`src/rtl/id_ex_if.sv`:
```
// Bundle of the ID-side inputs and EX-side outputs of the ID/EX pipeline register.
// The hazard unit and decoder drive the master side; the stage register is the slave.
interface id_ex_if #(
    parameter int N          = 32,
    parameter int REG_ADDR_W = 5
);
    logic                  stall;
    logic                  flush;
    logic                  id_valid;
    logic [N-1:0]          id_pc;
    logic [N-1:0]          id_rs1_data;
    logic [N-1:0]          id_rs2_data;
    logic [N-1:0]          id_imm;
    logic [REG_ADDR_W-1:0] id_rs1;
    logic [REG_ADDR_W-1:0] id_rs2;
    logic [REG_ADDR_W-1:0] id_rd;
    logic [1:0]            id_alu_op;
    logic [2:0]            id_funct3;
    logic                  id_funct7_5;
    logic                  id_alu_src;
    logic                  id_reg_write;
    logic                  id_mem_read;
    logic                  id_mem_write;
    logic                  id_mem_to_reg;
    logic                  id_branch;

    logic                  ex_valid;
    logic [N-1:0]          ex_pc;
    logic [N-1:0]          ex_rs1_data;
    logic [N-1:0]          ex_rs2_data;
    logic [N-1:0]          ex_imm;
    logic [REG_ADDR_W-1:0] ex_rs1;
    logic [REG_ADDR_W-1:0] ex_rs2;
    logic [REG_ADDR_W-1:0] ex_rd;
    logic [3:0]            ex_alu_sel;
    logic                  ex_alu_illegal;
    logic                  ex_alu_src;
    logic                  ex_reg_write;
    logic                  ex_mem_read;
    logic                  ex_mem_write;
    logic                  ex_mem_to_reg;
    logic                  ex_branch;

    modport master (
        output stall, flush, id_valid, id_pc, id_rs1_data, id_rs2_data, id_imm,
               id_rs1, id_rs2, id_rd, id_alu_op, id_funct3, id_funct7_5,
               id_alu_src, id_reg_write, id_mem_read, id_mem_write,
               id_mem_to_reg, id_branch,
        input  ex_valid, ex_pc, ex_rs1_data, ex_rs2_data, ex_imm,
               ex_rs1, ex_rs2, ex_rd, ex_alu_sel, ex_alu_illegal,
               ex_alu_src, ex_reg_write, ex_mem_read, ex_mem_write,
               ex_mem_to_reg, ex_branch
    );

    modport slave (
        input  stall, flush, id_valid, id_pc, id_rs1_data, id_rs2_data, id_imm,
               id_rs1, id_rs2, id_rd, id_alu_op, id_funct3, id_funct7_5,
               id_alu_src, id_reg_write, id_mem_read, id_mem_write,
               id_mem_to_reg, id_branch,
        output ex_valid, ex_pc, ex_rs1_data, ex_rs2_data, ex_imm,
               ex_rs1, ex_rs2, ex_rd, ex_alu_sel, ex_alu_illegal,
               ex_alu_src, ex_reg_write, ex_mem_read, ex_mem_write,
               ex_mem_to_reg, ex_branch
    );
endinterface

```
`src/rtl/id_ex_stage_reg.sv`:
```
// ID/EX pipeline register of the RV32I core: captures operands and controls,
// decodes the ALU select, and supports stall (hold) and flush (bubble).
module id_ex_stage_reg #(
    parameter int N          = 32,
    parameter int REG_ADDR_W = 5
) (
    input  logic  clk,
    input  logic  rst,
    id_ex_if.slave bus
);
    typedef enum logic [3:0] {
        ALU_AND = 4'b0000,
        ALU_OR  = 4'b0001,
        ALU_ADD = 4'b0010,
        ALU_SUB = 4'b0110,
        ALU_ILL = 4'b1111
    } alu_sel_e;

    typedef struct packed {
        logic                  valid;
        logic [N-1:0]          pc;
        logic [N-1:0]          rs1_data;
        logic [N-1:0]          rs2_data;
        logic [N-1:0]          imm;
        logic [REG_ADDR_W-1:0] rs1;
        logic [REG_ADDR_W-1:0] rs2;
        logic [REG_ADDR_W-1:0] rd;
        logic [3:0]            alu_sel;
        logic                  alu_illegal;
        logic                  alu_src;
        logic                  reg_write;
        logic                  mem_read;
        logic                  mem_write;
        logic                  mem_to_reg;
        logic                  branch;
    } ex_bundle_t;

    alu_sel_e   alu_sel_dec;
    logic       alu_ill_dec;
    ex_bundle_t stage_reg;
    ex_bundle_t stage_next;

    always_comb begin
        alu_sel_dec = ALU_ADD;
        case (bus.id_alu_op)
            2'b00: alu_sel_dec = ALU_ADD;
            2'b01: alu_sel_dec = ALU_SUB;
            2'b10: begin
                case (bus.id_funct3)
                    3'b000:  alu_sel_dec = bus.id_funct7_5 ? ALU_SUB : ALU_ADD;
                    3'b111:  alu_sel_dec = ALU_AND;
                    3'b110:  alu_sel_dec = ALU_OR;
                    default: alu_sel_dec = ALU_ILL;
                endcase
            end
            default: begin
                // I-type: bit 30 is part of the immediate, so it never selects SUB
                case (bus.id_funct3)
                    3'b000:  alu_sel_dec = ALU_ADD;
                    3'b111:  alu_sel_dec = ALU_AND;
                    3'b110:  alu_sel_dec = ALU_OR;
                    default: alu_sel_dec = ALU_ILL;
                endcase
            end
        endcase
        alu_ill_dec = (alu_sel_dec == ALU_ILL);
    end

    always_comb begin
        stage_next = stage_reg;
        if (bus.flush) begin
            stage_next = '0;
        end else if (!bus.stall) begin
            if (!bus.id_valid) begin
                stage_next = '0;
            end else begin
                stage_next.valid       = 1'b1;
                stage_next.pc          = bus.id_pc;
                stage_next.rs1_data    = bus.id_rs1_data;
                stage_next.rs2_data    = bus.id_rs2_data;
                stage_next.imm         = bus.id_imm;
                stage_next.rs1         = bus.id_rs1;
                stage_next.rs2         = bus.id_rs2;
                stage_next.rd          = bus.id_rd;
                stage_next.alu_sel     = alu_sel_dec;
                stage_next.alu_illegal = alu_ill_dec;
                stage_next.alu_src     = bus.id_alu_src;
                // Illegal ops stay valid for the trap logic but must not touch state
                stage_next.reg_write   = bus.id_reg_write & ~alu_ill_dec;
                stage_next.mem_read    = bus.id_mem_read  & ~alu_ill_dec;
                stage_next.mem_write   = bus.id_mem_write & ~alu_ill_dec;
                stage_next.mem_to_reg  = bus.id_mem_to_reg;
                stage_next.branch      = bus.id_branch;
            end
        end
    end

    always_ff @(posedge clk or posedge rst) begin
        if (rst) begin
            stage_reg <= '0;
        end else begin
            stage_reg <= stage_next;
        end
    end

    assign bus.ex_valid       = stage_reg.valid;
    assign bus.ex_pc          = stage_reg.pc;
    assign bus.ex_rs1_data    = stage_reg.rs1_data;
    assign bus.ex_rs2_data    = stage_reg.rs2_data;
    assign bus.ex_imm         = stage_reg.imm;
    assign bus.ex_rs1         = stage_reg.rs1;
    assign bus.ex_rs2         = stage_reg.rs2;
    assign bus.ex_rd          = stage_reg.rd;
    assign bus.ex_alu_sel     = stage_reg.alu_sel;
    assign bus.ex_alu_illegal = stage_reg.alu_illegal;
    assign bus.ex_alu_src     = stage_reg.alu_src;
    assign bus.ex_reg_write   = stage_reg.reg_write;
    assign bus.ex_mem_read    = stage_reg.mem_read;
    assign bus.ex_mem_write   = stage_reg.mem_write;
    assign bus.ex_mem_to_reg  = stage_reg.mem_to_reg;
    assign bus.ex_branch      = stage_reg.branch;
endmodule

```
`src/flat_wrapper.sv`:
```
// flat-port wrapper written by rule: the top's interface ports become plain ports
module id_ex_stage_reg_flat 
#(
    parameter int N          = 32,
    parameter int REG_ADDR_W = 5
)
  (clk, rst, bus_stall, bus_flush, bus_id_valid, bus_id_pc, bus_id_rs1_data, bus_id_rs2_data, bus_id_imm, bus_id_rs1, bus_id_rs2, bus_id_rd, bus_id_alu_op, bus_id_funct3, bus_id_funct7_5, bus_id_alu_src, bus_id_reg_write, bus_id_mem_read, bus_id_mem_write, bus_id_mem_to_reg, bus_id_branch, bus_ex_valid, bus_ex_pc, bus_ex_rs1_data, bus_ex_rs2_data, bus_ex_imm, bus_ex_rs1, bus_ex_rs2, bus_ex_rd, bus_ex_alu_sel, bus_ex_alu_illegal, bus_ex_alu_src, bus_ex_reg_write, bus_ex_mem_read, bus_ex_mem_write, bus_ex_mem_to_reg, bus_ex_branch);
  id_ex_if #(.N(N), .REG_ADDR_W(REG_ADDR_W)) bus_i ();
  input  logic clk;
  input  logic rst;
  input wire logic [$bits(bus_i.stall)-1:0] bus_stall;
  input wire logic [$bits(bus_i.flush)-1:0] bus_flush;
  input wire logic [$bits(bus_i.id_valid)-1:0] bus_id_valid;
  input wire logic [$bits(bus_i.id_pc)-1:0] bus_id_pc;
  input wire logic [$bits(bus_i.id_rs1_data)-1:0] bus_id_rs1_data;
  input wire logic [$bits(bus_i.id_rs2_data)-1:0] bus_id_rs2_data;
  input wire logic [$bits(bus_i.id_imm)-1:0] bus_id_imm;
  input wire logic [$bits(bus_i.id_rs1)-1:0] bus_id_rs1;
  input wire logic [$bits(bus_i.id_rs2)-1:0] bus_id_rs2;
  input wire logic [$bits(bus_i.id_rd)-1:0] bus_id_rd;
  input wire logic [$bits(bus_i.id_alu_op)-1:0] bus_id_alu_op;
  input wire logic [$bits(bus_i.id_funct3)-1:0] bus_id_funct3;
  input wire logic [$bits(bus_i.id_funct7_5)-1:0] bus_id_funct7_5;
  input wire logic [$bits(bus_i.id_alu_src)-1:0] bus_id_alu_src;
  input wire logic [$bits(bus_i.id_reg_write)-1:0] bus_id_reg_write;
  input wire logic [$bits(bus_i.id_mem_read)-1:0] bus_id_mem_read;
  input wire logic [$bits(bus_i.id_mem_write)-1:0] bus_id_mem_write;
  input wire logic [$bits(bus_i.id_mem_to_reg)-1:0] bus_id_mem_to_reg;
  input wire logic [$bits(bus_i.id_branch)-1:0] bus_id_branch;
  output wire logic [$bits(bus_i.ex_valid)-1:0] bus_ex_valid;
  output wire logic [$bits(bus_i.ex_pc)-1:0] bus_ex_pc;
  output wire logic [$bits(bus_i.ex_rs1_data)-1:0] bus_ex_rs1_data;
  output wire logic [$bits(bus_i.ex_rs2_data)-1:0] bus_ex_rs2_data;
  output wire logic [$bits(bus_i.ex_imm)-1:0] bus_ex_imm;
  output wire logic [$bits(bus_i.ex_rs1)-1:0] bus_ex_rs1;
  output wire logic [$bits(bus_i.ex_rs2)-1:0] bus_ex_rs2;
  output wire logic [$bits(bus_i.ex_rd)-1:0] bus_ex_rd;
  output wire logic [$bits(bus_i.ex_alu_sel)-1:0] bus_ex_alu_sel;
  output wire logic [$bits(bus_i.ex_alu_illegal)-1:0] bus_ex_alu_illegal;
  output wire logic [$bits(bus_i.ex_alu_src)-1:0] bus_ex_alu_src;
  output wire logic [$bits(bus_i.ex_reg_write)-1:0] bus_ex_reg_write;
  output wire logic [$bits(bus_i.ex_mem_read)-1:0] bus_ex_mem_read;
  output wire logic [$bits(bus_i.ex_mem_write)-1:0] bus_ex_mem_write;
  output wire logic [$bits(bus_i.ex_mem_to_reg)-1:0] bus_ex_mem_to_reg;
  output wire logic [$bits(bus_i.ex_branch)-1:0] bus_ex_branch;
  assign bus_i.stall = bus_stall;
  assign bus_i.flush = bus_flush;
  assign bus_i.id_valid = bus_id_valid;
  assign bus_i.id_pc = bus_id_pc;
  assign bus_i.id_rs1_data = bus_id_rs1_data;
  assign bus_i.id_rs2_data = bus_id_rs2_data;
  assign bus_i.id_imm = bus_id_imm;
  assign bus_i.id_rs1 = bus_id_rs1;
  assign bus_i.id_rs2 = bus_id_rs2;
  assign bus_i.id_rd = bus_id_rd;
  assign bus_i.id_alu_op = bus_id_alu_op;
  assign bus_i.id_funct3 = bus_id_funct3;
  assign bus_i.id_funct7_5 = bus_id_funct7_5;
  assign bus_i.id_alu_src = bus_id_alu_src;
  assign bus_i.id_reg_write = bus_id_reg_write;
  assign bus_i.id_mem_read = bus_id_mem_read;
  assign bus_i.id_mem_write = bus_id_mem_write;
  assign bus_i.id_mem_to_reg = bus_id_mem_to_reg;
  assign bus_i.id_branch = bus_id_branch;
  assign bus_ex_valid = bus_i.ex_valid;
  assign bus_ex_pc = bus_i.ex_pc;
  assign bus_ex_rs1_data = bus_i.ex_rs1_data;
  assign bus_ex_rs2_data = bus_i.ex_rs2_data;
  assign bus_ex_imm = bus_i.ex_imm;
  assign bus_ex_rs1 = bus_i.ex_rs1;
  assign bus_ex_rs2 = bus_i.ex_rs2;
  assign bus_ex_rd = bus_i.ex_rd;
  assign bus_ex_alu_sel = bus_i.ex_alu_sel;
  assign bus_ex_alu_illegal = bus_i.ex_alu_illegal;
  assign bus_ex_alu_src = bus_i.ex_alu_src;
  assign bus_ex_reg_write = bus_i.ex_reg_write;
  assign bus_ex_mem_read = bus_i.ex_mem_read;
  assign bus_ex_mem_write = bus_i.ex_mem_write;
  assign bus_ex_mem_to_reg = bus_i.ex_mem_to_reg;
  assign bus_ex_branch = bus_i.ex_branch;
  id_ex_stage_reg #(.N(N), .REG_ADDR_W(REG_ADDR_W)) u_core (.clk(clk), .rst(rst), .bus(bus_i));
endmodule
```
`config.mk`:
```
export PLATFORM = sky130hd
export DESIGN_NAME = id_ex_stage_reg_flat
export DESIGN_NICKNAME = d
export VERILOG_FILES = /design/src/rtl/id_ex_if.sv /design/src/rtl/id_ex_stage_reg.sv /design/src/flat_wrapper.sv
export SDC_FILE = /design/constraint.sdc
export NUM_CORES = 1
export LEC_CHECK = 0
export CAP_MARGIN = 25
export CORE_MARGIN = 10
export CORE_UTILIZATION = 30
export DETAILED_ROUTE_END_ITERATION = 6
export GPL_ROUTABILITY_DRIVEN = 0
export PLACE_DENSITY = 0.64
export SLEW_MARGIN = 20
export SYNTH_ARGS = -nofsm -noshare
export SYNTH_HDL_FRONTEND = slang
export SYNTH_SLANG_ARGS = --single-unit
```
`constraint.sdc`:
```
create_clock -name clk -period 8.9 [get_ports clk]
set_clock_uncertainty 0.15 [all_clocks]
set_input_delay 1.335 -clock clk [delete_from_list [all_inputs] [get_ports clk]]
set_output_delay 1.335 -clock clk [all_outputs]
set_load 0.01 [all_outputs]
```
==> results of run 1 <==
## final timing paths
| check | slack [ps] | start | endpoint | cells past startpoint |
|---|---|---|---|---|
| min reg2reg | 320 | u_core.bus.ex_alu_sel[0]$_DFFE_PP0P_ | u_core.bus.ex_alu_sel[0]$_DFFE_PP0P_ | 2 |
| max | 5080 | bus_flush | u_core.bus.ex_reg_write$_DFFE_PP0P_ | 6 |
| min | 320 | u_core.bus.ex_alu_sel[0]$_DFFE_PP0P_ | u_core.bus.ex_alu_sel[0]$_DFFE_PP0P_ | 2 |
| min in group asynchronous | 1250 | rst | u_core.bus.ex_rs1_data[24]$_DFFE_PP0P_ | 2 |
| max reg2reg | 8000 | u_core.bus.ex_pc[14]$_DFFE_PP0P_ | u_core.bus.ex_pc[14]$_DFFE_PP0P_ | 1 |
| max in group asynchronous | 6130 | rst | u_core.bus.ex_rs2_data[22]$_DFFE_PP0P_ | 3 |
## stage by stage
| stage | hold slack (ps) | utilization [%] | instances |
|---|---|---|---|
| after global routing | 358.1 | 51.91 | 906 |
| after floorplan | 354.7 | - | 361 |
| after detailed placement | 314.2 | 48.74 | 875 |
| final | 323.0 | 51.91 | 906 |
| after CTS | 328.5 | 51.89 | 906 |
| after global placement | 310.4 | 48.74 | 875 |
## kinds of logic after synthesis
kind of cell	count (synthesis)	synth area share [%]
buffers and inverters	35	4.293
AO/OA/AOI/OAI	158	24.66
AND/OR/NAND/NOR	13	1.371
flip-flops	155	69.68
## cell type report
| type | count | area [sq um] | share of cell area (%) |
|---|---|---|---|
| tap | 229 | 286.5 | 3.052 |
| timing repair buffer | 319 | 3184 | 33.92 |
| multi-input combinational | 171 | 1461 | 15.57 |
| inverter | 1 | 8.758 | 0.09330 |
| sequential | 155 | 3879 | 41.32 |
| clock inverter | 9 | 113.9 | 1.213 |
| clock buffer | 22 | 454.2 | 4.838 |
## power by group
group / switching (mW) / leakage (nW) / total (mW) / internal (mW)
Sequential: 0.0153 / 2.11 / 0.747 / 0.731
Combinational: 0.0815 / 1.79 / 0.207 / 0.126
Clock: 0.277 / 0.267 / 0.698 / 0.420
Total: 0.374 / 4.17 / 1.65 / 1.28
## cells in the mapped netlist, drive strengths merged
| master | instances | area, sq um |
|---|---|---|
| a21o | 3 | 22.52 |
| nand2 | 4 | 15.01 |
| or4 | 1 | 7.510 |
| o21ai | 1 | 5.000 |
| a22o | 150 | 1314 |
| nor3b | 1 | 7.510 |
| nand4 | 2 | 12.51 |
| nor2b | 1 | 6.260 |
| a21boi | 2 | 18.77 |
| a21oi | 1 | 5.000 |
| o211ai | 1 | 7.510 |
| nand3 | 2 | 10.01 |
| and3 | 1 | 6.260 |
| buf | 34 | 235.2 |
| inv | 1 | 3.750 |
| or3 | 1 | 11.26 |
| dfrtp | 155 | 3879 |
## critical path: cells and delay by family
kind	cells	cell delay, ps
AND/OR/NAND/NOR	1	200
buffers and inverters	3	1810
AO/OA/AOI/OAI	2	510
## metal layers
metal | GRT usage (%) | wire, microns
met5 | 0 | 0
met4 | 3.820 | 187
met3 | 6.853 | 1784
met2 | 25.49 | 9613
met1 | 17.94 | 7671
## placed cells by master (no fill, tap or decap), drive strengths merged, types with 2 or more instances in the layout
master / netlist / layout
a21boi: 2 / 2
a21o: 3 / 3
a22o: 150 / 150
buf: 34 / 5
bufinv: 0 / 2
clkbuf: 0 / 22
clkdlybuf4s50: 0 / 314
clkinv: 0 / 2
clkinvlp: 0 / 3
dfrtp: 155 / 155
inv: 1 / 3
nand2: 4 / 4
nand3: 2 / 2
nand4: 2 / 2
==> metrics.md, run 1 <==
| Metric | Value |
|---|---|
| Syn Inst Count | `between 300 and 400` |
| DRT antenna net count | `0` |
| Crit path kind | `input port to flip-flop` |
| Rows | `49` |
| Worst-Margin Slew | `947.7 ps` |
| Tcrit/Tclk final | `42.91%` |
| Clk buf depth | `2` |
| CP arrival | `4020 ps` |
| Fin worst setup slack | `a little over 5000 ps` |
| IO buf count | `314` |
| Setup crit start kind | `input port` |
| Drt pass-1 iters | `4` |
| Die width | `around 160 microns` |
| DP Area | `just under 9000 sq um` |
| Final Power | `1.652 mW` |
| Slew headroom | `36.82%` |
| Via density | `between 4 and 5` |
| CTS sink cnt | `~160` |
| CTS clk-pin slew, worst paths | `60 ps` |
| Slowest CP cell | `buf_4` |
| IO Count | `about 320` |
| Via count | `4,424` |
| Share of layout cells above drive strength 1 | `5.465%` |
| Tot GR Track Use | `15.40%` |
| Wirelength per Cell | `21.25 microns` |
| Vias in the first global route | `4,792` |
| Crit path top cell by count | `buf_4` |
| CP Cell Sequence | `clkdlybuf4s50_1 -> nor3b_2 -> buf_4 -> buf_4 -> a21boi_2 -> a22o_1` |
| FF+latch count, synth | `approximately 160` |
| Max incr delay on CP | `770 ps` |
| CTS buffer count | `17` |
| Final hold violations | `0` |
| Max Slew Vio Count | `0` |
| First-pass GRT wire length | `~29,000 microns` |
| # Post-CTS Setup Buffers | `0` |
| Final WL | `19,260 microns` |
| Post-CTS Resized | `0` |
| Worst VDD drop | `107.7 uV` |
| Fmax | `261.9 MHz` |
| Drt drc | `0` |
| Die height | `156.2 microns` |
| CP max FO | `between 80 and 90` |
| Synth cell types | `20` |
| Post-synthesis sequential area ratio | `69.68%` |
| Final setup viols | `0` |
| Syn. warnings | `0` |
| Initial antenna violation count | `0` |
| # fillers | `approximately 1,500` |
| CP endpoint kind | `flip-flop` |
| Tmin final | `3819 ps` |
| Largest net degree at the start of global routing | `88` |
| Ant. Diodes | `0` |
| Setup_tns | `0 ps` |
| Syn nets | `521` |
| Final #Nets | `825` |
| Pre-CTS setup slack | `4686 ps` |
| Post-Syn Area | `5567 sq um` |
| Status | `complete, no violations` |
| Post-route cell area | `9388 sq um` |
| Total global routing overflow | `0` |
| CTS tree | `yes` |
| Worst EP required | `9100 ps` |
| Htree depth | `4` |
| Initial DRC Count | `161` |
| P&R area growth vs syn | `68.64%` |
| Detailed placement HPWL | `14,200 microns` |
| Std-Cell Core Area | `18,090 sq um` |
| RSZ-0062 raised after global routing | `no` |
| P_leak | `4.171 nW` |
| Starting Density | `between 30% and 40%` |
| HP Class | `flip-flop to flip-flop` |
| DIE AREA | `24,400 sq um` |
| Clk_lat worst skew | `410 ps` |
| PD cells | `175.9 nW/um^2` |
| Max Cap Viol | `0` |
| Post-CTS Hold Fix Bufs | `0` |
| Post-Syn Area per Cell | `15.42 sq um` |
| Clk root buf | `clkbuf_16` |
Power figures use the tool's default switching activity.
==> run 2: changes to the inputs <==
==> constraint.sdc (replaced) <==
create_clock -name clk -period 3.59 [get_ports clk]
set_clock_uncertainty 0.15 [all_clocks]
set_input_delay 0.5385 -clock clk [delete_from_list [all_inputs] [get_ports clk]]
set_output_delay 0.5385 -clock clk [all_outputs]
set_load 0.01 [all_outputs]
==> run 2 against run 1 <==
Against the previous run:
- power is 150% higher
- utilization is 0.090 points higher
- sequential power is 150% higher
- largest cell class unchanged
==> metrics.md, run 2 (synthesis gave the netlist of run 1 again) <==
| Metric | Value |
|---|---|
| Status | `complete, no violations` |
| Vias in the first global route | `~4,900` |
| DP Area | `~8900 sq um` |
| Pre-CTS setup slack | `1138 ps` |
| CP endpoint kind | `output pin` |
| Die width | `156.2 microns` |
| Crit path kind | `flip-flop to output pin` |
| Worst-Margin Slew | `884.7 ps` |
| Worst Path Buf+Inv | `1` |
| CP max FO | `2` |
| Via count | `between 4,000 and 5,000` |
| Total global routing overflow | `0` |
| Combinational share of power | `12.7%` |
| Via density | `4.926` |
| Post-CTS Resized | `0` |
| Worst Hold Depth | `2` |
| First-pass GRT wire length | `29,660 microns` |
| Clk root buf | `clkbuf_16` |
| Cell depth of the worst flop-to-flop path | `1` |
| Ant. Diodes | `0` |
| Fin worst setup slack | `~1500 ps` |
| HP Class | `flip-flop to flip-flop` |
| RSZ-0062 raised after global routing | `no` |
| Initial antenna violation count | `0` |
| Drt drc | `0` |
| IO buf count | `around 310` |
| Worst VDD drop | `265.0 uV` |
| IO Count | `315` |
| CTS buffer count | `17` |
| DRT antenna net count | `0` |
| Max incr delay on CP | `600 ps` |
| CP arrival | `1370 ps` |
| Fmax | `485.9 MHz` |
| Final WL | `approximately 19,000 microns` |
| CTS sink cnt | `roughly 160` |
| Clock power frac | `41.6%` |
| Setup crit start kind | `flip-flop` |
| Wirelength per Cell | `21.44 microns` |
| Worst EP required | `about 2900 ps` |
| Sw frac | `24.84%` |
| Share of layout cells above drive strength 1 | `6.047%` |
| Starting Density | `30.78%` |
| Final #Nets | `between 800 and 900` |
| P&R area growth vs syn | `68.94%` |
| Most frequent cells in the layout | `clkdlybuf4s50_1, dfrtp_1, a22o_1` |
| Std-Cell Core Area | `18,090 sq um` |
| Drt pass-1 iters | `4` |
| Max Cap Viol | `0` |
| Hold path start | `u_core.bus.ex_alu_sel[0]$_DFFE_PP0P_` |
| Final setup viols | `0` |
| Htree depth | `4` |
| NetSw | `1.007 mW` |
| Register share of total power | `45.6%` |
| Hold endpoint | `u_core.bus.ex_alu_sel[0]$_DFFE_PP0P_` |
| Internal Power | `3.047 mW` |
| Post-CTS Hold Fix Bufs | `0` |
| Final hold violations | `0` |
| Worst r2r dst | `u_core.bus.ex_rs1_data[15]$_DFFE_PP0P_` |
| DIE AREA | `24,400 sq um` |
| Reg-to-reg startpoint | `u_core.bus.ex_rs1_data[15]$_DFFE_PP0P_` |
| Max Slew Vio Count | `0` |
| # Post-CTS Setup Buffers | `0` |
| Setup_tns | `0 ps` |
| Slowest CP cell | `clkdlybuf4s50_1` |
| Initial DRC Count | `223` |
| Die height | `156.2 microns` |
| Clk_lat worst skew | `400 ps` |
| CP Cell Sequence | `clkdlybuf4s50_1` |
| Reg2reg setup slack | `2700 ps` |
| # fillers | `1,517` |
| Clk buf depth | `2` |
| CTS tree | `yes` |
| Tot GR Track Use | `15.56%` |
| CTS clk-pin slew, worst paths | `60 ps` |
| P_leak | `4.172 nW` |
| Tcrit/Tclk final | `57.32%` |
| PD cells | `431.1 nW/um^2` |
| Most common cell after layout, fill and taps aside | `clkdlybuf4s50_1` |
| CP delay by family, top | `buffers and inverters` |
| Largest net degree at the start of global routing | `roughly 160` |
| Rows | `49` |
| Post-route cell area | `9404 sq um` |
| Tmin final | `2058 ps` |
| Slew headroom | `roughly two fifths` |
| Detailed placement HPWL | `between 10,000 and 15,000 microns` |
-- run 2: cell count changes in the layout (fill, tap and decap cells not counted) --
cell,change
buf_12,+3
clkinvlp_4,+1
buf_6,-1
bufinv_16,-2
inv_6,+1
clkbuf_1,-3
clkinv_4,+3
inv_8,+1
buf_4,-2
-- run 2: worst max path at each step --
stage / depth (start not counted) / endpoint / slack [ps] / start
after floorplan: 1 / u_core.bus.ex_alu_illegal$_DFFE_PP0P_ / 940 / rst
after CTS: 1 / bus_ex_alu_illegal / 1480 / u_core.bus.ex_alu_illegal$_DFFE_PP0P_
after global routing: 1 / bus_ex_alu_illegal / 1470 / u_core.bus.ex_alu_illegal$_DFFE_PP0P_
final: 1 / bus_ex_alu_illegal / 1530 / u_core.bus.ex_alu_illegal$_DFFE_PP0P_
after detailed placement: 5 / u_core.bus.ex_alu_illegal$_DFFE_PP0P_ / 1140 / bus_flush
after global placement: 5 / u_core.bus.ex_alu_sel[3]$_DFFE_PP0P_ / 1220 / bus_flush
-- run 2: metrics by stage --
| step | hold WS, ps | total power [mW] | cells | util (%) |
|---|---|---|---|---|
| 2_1_floorplan | 354.7 | 2.048 | 361 | - |
| 3_3_place_gp | 306.3 | 2.397 | 875 | 48.95 |
| 3_5_place_dp | 316.8 | 2.406 | 875 | 48.95 |
| 4_1_cts | 331.6 | 4.115 | 907 | 52.00 |
| 5_1_grt | 346.9 | 4.226 | 907 | 52.00 |
| 6_report | 323.6 | 4.054 | 907 | 52.00 |
-- run 2: layer usage --
| layer | wire length, microns | part of all wire [%] | GRT usage (%) | up-vias |
|---|---|---|---|---|
| li1 | - | - | - | 2007 |
| met1 | 7686 | 40 | 18.18 | 2224 |
| met2 | 9261 | 48 | 24.72 | 222 |
| met3 | 2243 | 12 | 7.867 | 15 |
| met4 | 252 | 1.3 | 4.404 | 0 |
| met5 | 0 | 0 | 0 | - |
-- run 2: power groups by stage --
stage / registers (mW) / logic, mW / clock network (mW)
3_5_place_dp: 1.88 / 0.525 / 0
5_1_grt: 1.86 / 0.554 / 1.81
2_1_floorplan: 1.91 / 0.138 / 0
6_report: 1.85 / 0.516 / 1.69
4_1_cts: 1.85 / 0.526 / 1.74
3_3_place_gp: 1.88 / 0.515 / 0
-- run 2: area by class of cell --
cell class,count,area (sq um),share of cell area (%)
inverter,1,7.507,0.07983
clock buffer,19,442.9,4.710
multi-input combinational,171,1461,15.54
timing repair buffer,319,3218,34.22
sequential,155,3879,41.25
clock inverter,13,108.9,1.158
tap,229,286.5,3.047
